<file path="src/rtl/data_bus_adapter.sv">
// Core-to-data-bus adapter: alignment, byte enables, store replication, load extension, misalignment and read timeout.
// Optional one-entry write buffer enabled by defining DATA_BUS_WRITE_BUFFER_EN.
module data_bus_adapter #(
  parameter int unsigned BUS_TIMEOUT = 0
) (
  input  logic        clock,
  input  logic        reset,
  input  logic [31:0] core_address,
  input  logic [31:0] core_write_data,
  input  logic [1:0]  core_width,
  input  logic        core_unsigned,
  input  logic        core_read_req,
  input  logic        core_write_req,
  output logic        core_stall,
  output logic [31:0] core_read_data,
  output logic        core_read_valid,
  output logic        core_misaligned,
  output logic        core_bus_error,
  output logic [31:0] bus_address,
  output logic [31:0] bus_write_data,
  output logic [3:0]  bus_byte_enable,
  output logic        bus_read_enable,
  output logic        bus_write_enable,
  input  logic        bus_wait_req,
  input  logic [31:0] bus_read_data,
  input  logic        bus_valid
);

  typedef enum logic {
    ST_IDLE,
    ST_WAIT
  } state_t;

  state_t      state, next_state;
  logic [31:0] timeout_count, timeout_count_next;
  logic        latch_en;
  logic [1:0]  lat_offset;
  logic [1:0]  lat_width;
  logic        lat_unsigned;

  logic        is_read, is_write, misaligned;
  logic [31:0] word_addr;
  logic [3:0]  lane_be;
  logic [31:0] rep_data;
  logic        wb_busy;

`ifdef DATA_BUS_WRITE_BUFFER_EN
  logic        wb_valid;
  logic [31:0] wb_addr;
  logic [31:0] wb_data;
  logic [3:0]  wb_be;
  logic        wb_capture, wb_drain;
  assign wb_busy = wb_valid;
`else
  assign wb_busy = 1'b0;
`endif

  // A simultaneous read and write is handled as a read; the write is dropped.
  assign is_read   = core_read_req;
  assign is_write  = core_write_req & ~core_read_req;
  assign word_addr = {core_address[31:2], 2'b00};

  always_comb begin
    misaligned = 1'b0;
    lane_be    = 4'b1111;
    rep_data   = core_write_data;
    case (core_width)
      2'd0: begin
        lane_be  = 4'b0001 << core_address[1:0];
        rep_data = {4{core_write_data[7:0]}};
      end
      2'd1: begin
        misaligned = core_address[0];
        lane_be    = 4'b0011 << core_address[1:0];
        rep_data   = {2{core_write_data[15:0]}};
      end
      default: misaligned = (core_address[1:0] != 2'b00);
    endcase
  end

  function automatic logic [31:0] extract_lane(input logic [31:0] rd, input logic [1:0] off,
                                               input logic [1:0] width, input logic uns);
    logic [7:0]  b;
    logic [15:0] h;
    case (off)
      2'd0:    b = rd[7:0];
      2'd1:    b = rd[15:8];
      2'd2:    b = rd[23:16];
      default: b = rd[31:24];
    endcase
    h = off[1] ? rd[31:16] : rd[15:0];
    case (width)
      2'd0:    extract_lane = uns ? {24'b0, b} : {{24{b[7]}}, b};
      2'd1:    extract_lane = uns ? {16'b0, h} : {{16{h[15]}}, h};
      default: extract_lane = rd;
    endcase
  endfunction

  // NOTE: every signal assigned in this block gets a default first so no latch is inferred.
  always_comb begin
    next_state         = state;
    timeout_count_next = timeout_count;
    latch_en           = 1'b0;
    core_stall         = 1'b0;
    core_read_data     = 32'b0;
    core_read_valid    = 1'b0;
    core_misaligned    = 1'b0;
    core_bus_error     = 1'b0;
    bus_address        = 32'b0;
    bus_write_data     = 32'b0;
    bus_byte_enable    = 4'b0;
    bus_read_enable    = 1'b0;
    bus_write_enable   = 1'b0;
`ifdef DATA_BUS_WRITE_BUFFER_EN
    wb_capture = 1'b0;
    wb_drain   = 1'b0;
`endif

    if (!reset) begin
      case (state)
        ST_IDLE: begin
`ifdef DATA_BUS_WRITE_BUFFER_EN
          // A buffered write owns the bus until it is accepted.
          if (wb_valid) begin
            bus_address      = wb_addr;
            bus_write_data   = wb_data;
            bus_byte_enable  = wb_be;
            bus_write_enable = 1'b1;
            wb_drain         = ~bus_wait_req;
          end
`endif
          if ((is_read || is_write) && misaligned) begin
            core_misaligned = 1'b1;
          end else if (is_read) begin
            core_stall = 1'b1;
            if (!wb_busy) begin
              bus_address     = word_addr;
              bus_byte_enable = lane_be;
              bus_read_enable = 1'b1;
              if (!bus_wait_req) begin
                next_state         = ST_WAIT;
                latch_en           = 1'b1;
                timeout_count_next = 32'b0;
              end
            end
          end else if (is_write) begin
`ifdef DATA_BUS_WRITE_BUFFER_EN
            if (!wb_valid) begin
              bus_address      = word_addr;
              bus_write_data   = rep_data;
              bus_byte_enable  = lane_be;
              bus_write_enable = 1'b1;
              wb_capture       = bus_wait_req;
            end else if (bus_wait_req) begin
              core_stall = 1'b1;
            end else begin
              wb_capture = 1'b1;
            end
`else
            bus_address      = word_addr;
            bus_write_data   = rep_data;
            bus_byte_enable  = lane_be;
            bus_write_enable = 1'b1;
            core_stall       = bus_wait_req;
`endif
          end
        end

        ST_WAIT: begin
          if (bus_valid) begin
            core_read_valid = 1'b1;
            core_read_data  = extract_lane(bus_read_data, lat_offset, lat_width, lat_unsigned);
            next_state      = ST_IDLE;
          end else if ((BUS_TIMEOUT != 0) && (timeout_count == BUS_TIMEOUT)) begin
            core_bus_error = 1'b1;
            next_state     = ST_IDLE;
          end else begin
            core_stall         = 1'b1;
            timeout_count_next = timeout_count + 32'd1;
          end
        end

        default: next_state = ST_IDLE;
      endcase
    end
  end

  // NOTE: state registers use non-blocking assignments so all flops update together at the edge.
  always_ff @(posedge clock) begin
    if (reset) begin
      state         <= ST_IDLE;
      timeout_count <= 32'b0;
    end else begin
      state         <= next_state;
      timeout_count <= timeout_count_next;
    end
  end

  // NOTE: payload registers are only read when a valid/state flag says so, so they carry no reset.
  always_ff @(posedge clock) begin
    if (latch_en) begin
      lat_offset   <= core_address[1:0];
      lat_width    <= core_width;
      lat_unsigned <= core_unsigned;
    end
  end

`ifdef DATA_BUS_WRITE_BUFFER_EN
  always_ff @(posedge clock) begin
    if (reset) begin
      wb_valid <= 1'b0;
    end else if (wb_capture) begin
      wb_valid <= 1'b1;
    end else if (wb_drain) begin
      wb_valid <= 1'b0;
    end
  end

  always_ff @(posedge clock) begin
    if (wb_capture) begin
      wb_addr <= word_addr;
      wb_be   <= lane_be;
      wb_data <= rep_data;
    end
  end
`endif

endmodule

</file>
<file path="config.mk">
export PLATFORM = sky130hd
export DESIGN_NAME = data_bus_adapter
export DESIGN_NICKNAME = d
export VERILOG_FILES = /design/src/rtl/data_bus_adapter.sv
export SDC_FILE = /design/constraint.sdc
export NUM_CORES = 1
export LEC_CHECK = 0
export BUFFER_PORTS_ARGS = -buffer_cell sky130_fd_sc_hd__buf_2
export CORE_AREA = 2 2 81 83
export CTS_CLUSTER_DIAMETER = 120
export DETAILED_ROUTE_END_ITERATION = 8
export DIE_AREA = 0 0 83 85
export PLACE_DENSITY = 0.82
export SETUP_SLACK_MARGIN = 0.3
export SYNTH_ARGS = -nofsm -noshare
export SYNTH_HDL_FRONTEND = slang
export SYNTH_SLANG_ARGS = --single-unit
</file>
<file path="constraint.sdc">
create_clock -name clock -period 3 [get_ports clock]
set_clock_uncertainty 0.05 [all_clocks]
set_input_delay 0.6 -clock clock [delete_from_list [all_inputs] [get_ports clock]]
set_output_delay 0.6 -clock clock [all_outputs]
set_load 0.01 [all_outputs]
</file>
; ---- Yosys cells after proc, flatten, opt, wreduce, memory -nomap -nowiden
; Index checks and enable logic that the tools add are counted.
[totals]
ff_bits = 6
in_bits = 105
[op_classes]
n_eq_ne = 4
shifts = 2
mux = 53
n_bitwise = 3
n_reduce_logical = 6
[ops]
columns = cell, count
row1 = two-way mux 32 bit, 15
row2 = case mux 32 bit (2 select lines), 2
row3 = two-way mux 1 bit, 25
row4 = case mux 8 bit (3 select lines), 1
row5 = two-way mux 4 bit, 5
row6 = two-way mux 16 bit, 1
row7 = case mux 4 bit (2 select lines), 1
row8 = "== test 2 x 1 -> 1 bit, second input constant", 3
row9 = logical NOT 2 bit, 3
row10 = case mux 1 bit (2 select lines), 3
row11 = "left shift 1 x 2 -> 4 bit, first input constant", 1
row12 = "left shift 2 x 2 -> 4 bit, first input constant", 1
row13 = "== test 2 bit, second input constant", 1
row14 = inverter 1 bit, 2
row15 = nonzero test 2 bit, 1
row16 = bitwise AND 1 bit, 1
row17 = logical AND 1 bit, 1
row18 = logical OR 1 bit, 1

; ---- Longest topological paths before layout
[logic_depth]
depth_word = 7
ltp_mapped = 7
depth_no_buf = 5

; ---- Least setup slack after synthesis
; No wires, ideal clock.
[synth_path]
path_kind = input port to output port
start = input core_address[0]
end = output bus_write_data[21]
arrival_ps = 1916
t_required_ps = 2350
slack_ps = 434
cell_stages = 7
path_buffers = 3
path_cell_list = buf_6 nor2_2 o21bai_2 or4b_1 buf_6 buf_6 nor2_1
[synth_via]
elab_chain_len = 6
[synth_lines]
columns = element, line_no
row1 = start: declaration, 8  ; input logic [31:0] core_address,
row2 = nonzero test 2 bit, 77  ; default: misaligned = (core_address[1:0] != 2'b00);
row3 = case mux 1 bit (2 select lines) (*), 67  ; case (core_width)
row4 = logical AND 1 bit (*), 132  ; if ((is_read || is_write) && misaligned) begin
row5 = two-way mux 32 bit (*), 132
row6 = two-way mux 32 bit (*), 120  ; case (state)
row7 = two-way mux 32 bit (*), 119  ; if (!reset) begin
row8 = end: declaration, 20  ; output logic [31:0] bus_write_data,
; Every way passes the cells marked *; elsewhere a longest branch is shown, timed or not.

; ---- Final worst setup path
[layout_path]
start = input core_address[0]
end = output bus_write_data[29]
; Same word-level chain as after synthesis.

==> metrics.cfg <==
[layout]
mostFrequentLayoutCell=buf_2
area_growth_pct=80.32
fin_cells=578
final_cell_mix=197 x buf_2, 58 x nand2_1, 38 x and2_1, 26 x buf_4, 24 x nor2_1
diodes=0
drive_above_1_share_pct=56.89
n_fill_cell=572
seq_area_um2=170.2
final_nets=607
multiInputGateArea_mm2=0.001577
fin_area_mm2=0.003348

[critical_path]
startpoint_type=input pin
cp-end-kind=primary output
cp_slowest_cell=or4b_4
reg2reg_depth=4
reg2reg_to=lat_width[1]
r2r_slack_ps=1520
reg2reg_from=state
cp_data_arrival_time_ps=2010
crit_path_max_fanout=6
endpoint=bus_write_data[29]
crit_start=core_address[0]
slowest_delay_ps=520
critPathKind=input pin to primary output
cp.required_ps=2350
crit_chain=buf_12, a21oi_4, o21bai_4, or4b_4, buf_6, buf_16, nor2_1, buf_2

[clock_network]
htreeDepth=1
cts_tree=built
holdBufCountCts=0
clk_latency_ps=220
numCtsBuffers=3
clock_path_buffers=2
clock_sinks=6
path_clk_slew_ps=40
cts-root-buf=clkbuf_8

[timing]
maxSlewViolCount=0
min_period_ps=2662
grt_setup_unrepaired=true
hold_viol=0
tightest_slew_ps=581.0
fmax_mhz=375.7
period_share_pct=88.72
setup_tns_ps=0
slew_headroom_pct=61.27
setup_viol=0
setup_ws_ps=338.5

[drt]
drt.antenna.violating_nets=0
drtPass1Iterations=4
first_iter_violations=75
post_drt_wl_per_cell_um=14.35
vias_per_cell=4.874
wl_um=8295
vias=2817
drcViolationCount=0

[power_and_ir_drop]
power.leakage_nw=1.973
power_density_mw_per_mm2=162.4
ir_drop_uv=87.83
power.total_mw=0.5438

[min_path]
holdPathStages=1
min_path_type=input pin to flip-flop

[logic_synthesis]
ys_seq_elements=6
synth_compound_area_share_pct=23.11
yosys.cell_types.count=43
yosysSeqAreaShare_pct=9.164
synth_edf_count=5
synthArstFlopShare_pct=0
muxShareOfSynthArea_pct=14.56
synth-xor-area-share_pct=1.415
ys.flop_type=edfxtp_1
ys_warn_count=0
syn_avg_cell_area_um2=6.538
syn_area_mm2=0.001857
synthSimpleGateAreaFrac_pct=41.11
synthCells=284
synth_top_family_by_area=simple AND/OR/NAND/NOR gates
synthAdderAreaFrac_pct=0

[die]
pin_count=211
die_y_um=85
core_area_mm2=0.006205
start_util_pct=29.93
std_cell_rows=29
die_x_um=83
die-area_mm2=0.007055

[run]
maxCapViolCount=0

[global_route]
overflow=0
track_usage_pct=21.38
grt_pass1_vias=2717
antenna_found_initial=0
grt_pass1_wl_um=12480
grt_max_degree=31

[placed_design]
placedCellCount=554
gp_congestion=0.9567
port-buffer-count=207
dpl.hpwl_um=6391
placed_area_mm2=0.002932
dp_slack_ps=215.5

[run_status]
status=complete, no violations

area by class of cell:
cell class / instances / area share [%]
inverters: 11 / 1.383
clock buffers: 4 / 1.345
multi-input cells: 243 / 47.09
well taps: 77 / 2.877
repair buffers: 237 / 42.23
flip-flops and latches: 6 / 5.082
per-layer routing:
metal / wire length, µm / track usage [%] / share of wire [%] / vias to the layer above
met1: 3028 / 22.69 / 37 / 1237
met3: 785 / 5.350 / 9.5 / 26
met2: 4204 / 40.54 / 51 / 168
met5: 0 / 0 / 0 / -
li1: - / - / - / 1386
met4: 277 / 8.197 / 3.3 / 0
repair_timing:
item	4_1_cts	5_1_grt
endpoints found under the setup margin	32	55
cloned	3	0
gates resized for setup	26	14
setup buffers	7	10
pin swaps	4	4
sequential cells by signal, summed over array words and instances (netlist names):
register,count
lat_offset,2
lat_width,2
lat_unsigned,1
state,1
metrics by stage:
step | hold WS, ps | utilization (%)
CTS | 501.2 | 51.85
global route | 509.9 | 53.96
global placement | 564.4 | 47.25
floorplan | 530.3 | -
finish | 504.0 | 53.96
detailed placement | 578.3 | 47.25
worst min-delay path by stage:
stage                             start  slack (ps)            to
after floorplan                   state         530         state
after global placement            state         560         state
after detailed placement          state         580         state
after CTS                 core_unsigned         500  lat_unsigned
after global routing      core_unsigned         510  lat_unsigned
final                     core_unsigned         500  lat_unsigned
logic make-up after synthesis:
family / count (synthesis)
and+or+nand+nor: 151
xor gates and xnor gates: 3
muxes: 26
other: 1
buffers and inverters: 37
AOI/OAI and AO/OA: 60
DFF: 6
power breakdown:
part | internal, mW | switching [mW]
clock | 0.0914 | 0.0350
sequential | 0.0932 | 0.00212
combinational | 0.159 | 0.163
Yosys cell counts (2+ instances only):
cell type | instances | area share, %
a211oi_1 | 3 | 1.2
a21oi_1 | 23 | 6.2
a21oi_4 | 4 | 3.5
a31oi_1 | 7 | 2.4
and2_1 | 39 | 13
buf_2 | 4 | 1.1
buf_4 | 3 | 1.2
buf_6 | 3 | 1.8
clkbuf_1 | 14 | 2.8
edfxtp_1 | 5 | 8.1
inv_1 | 10 | 2.0
mux2_2 | 8 | 4.9
mux2i_1 | 18 | 9.7
nand2_1 | 58 | 12
nand2b_1 | 3 | 1.0
nor2_1 | 30 | 6.1
nor2_4 | 6 | 3.6
nor3_1 | 4 | 1.1
o21ai_0 | 10 | 2.7
o221a_2 | 7 | 4.2
or2_2 | 2 | 0.67
xnor2_1 | 2 | 0.94
critical path, delay by kind of cell:
family / cells / cell delay, ps
buffers and inverters: 4 / 550
AO/OA/AOI/OAI: 2 / 240
AND/OR/NAND/NOR: 2 / 620
Note: power is estimated with default switching activity, not from simulation.
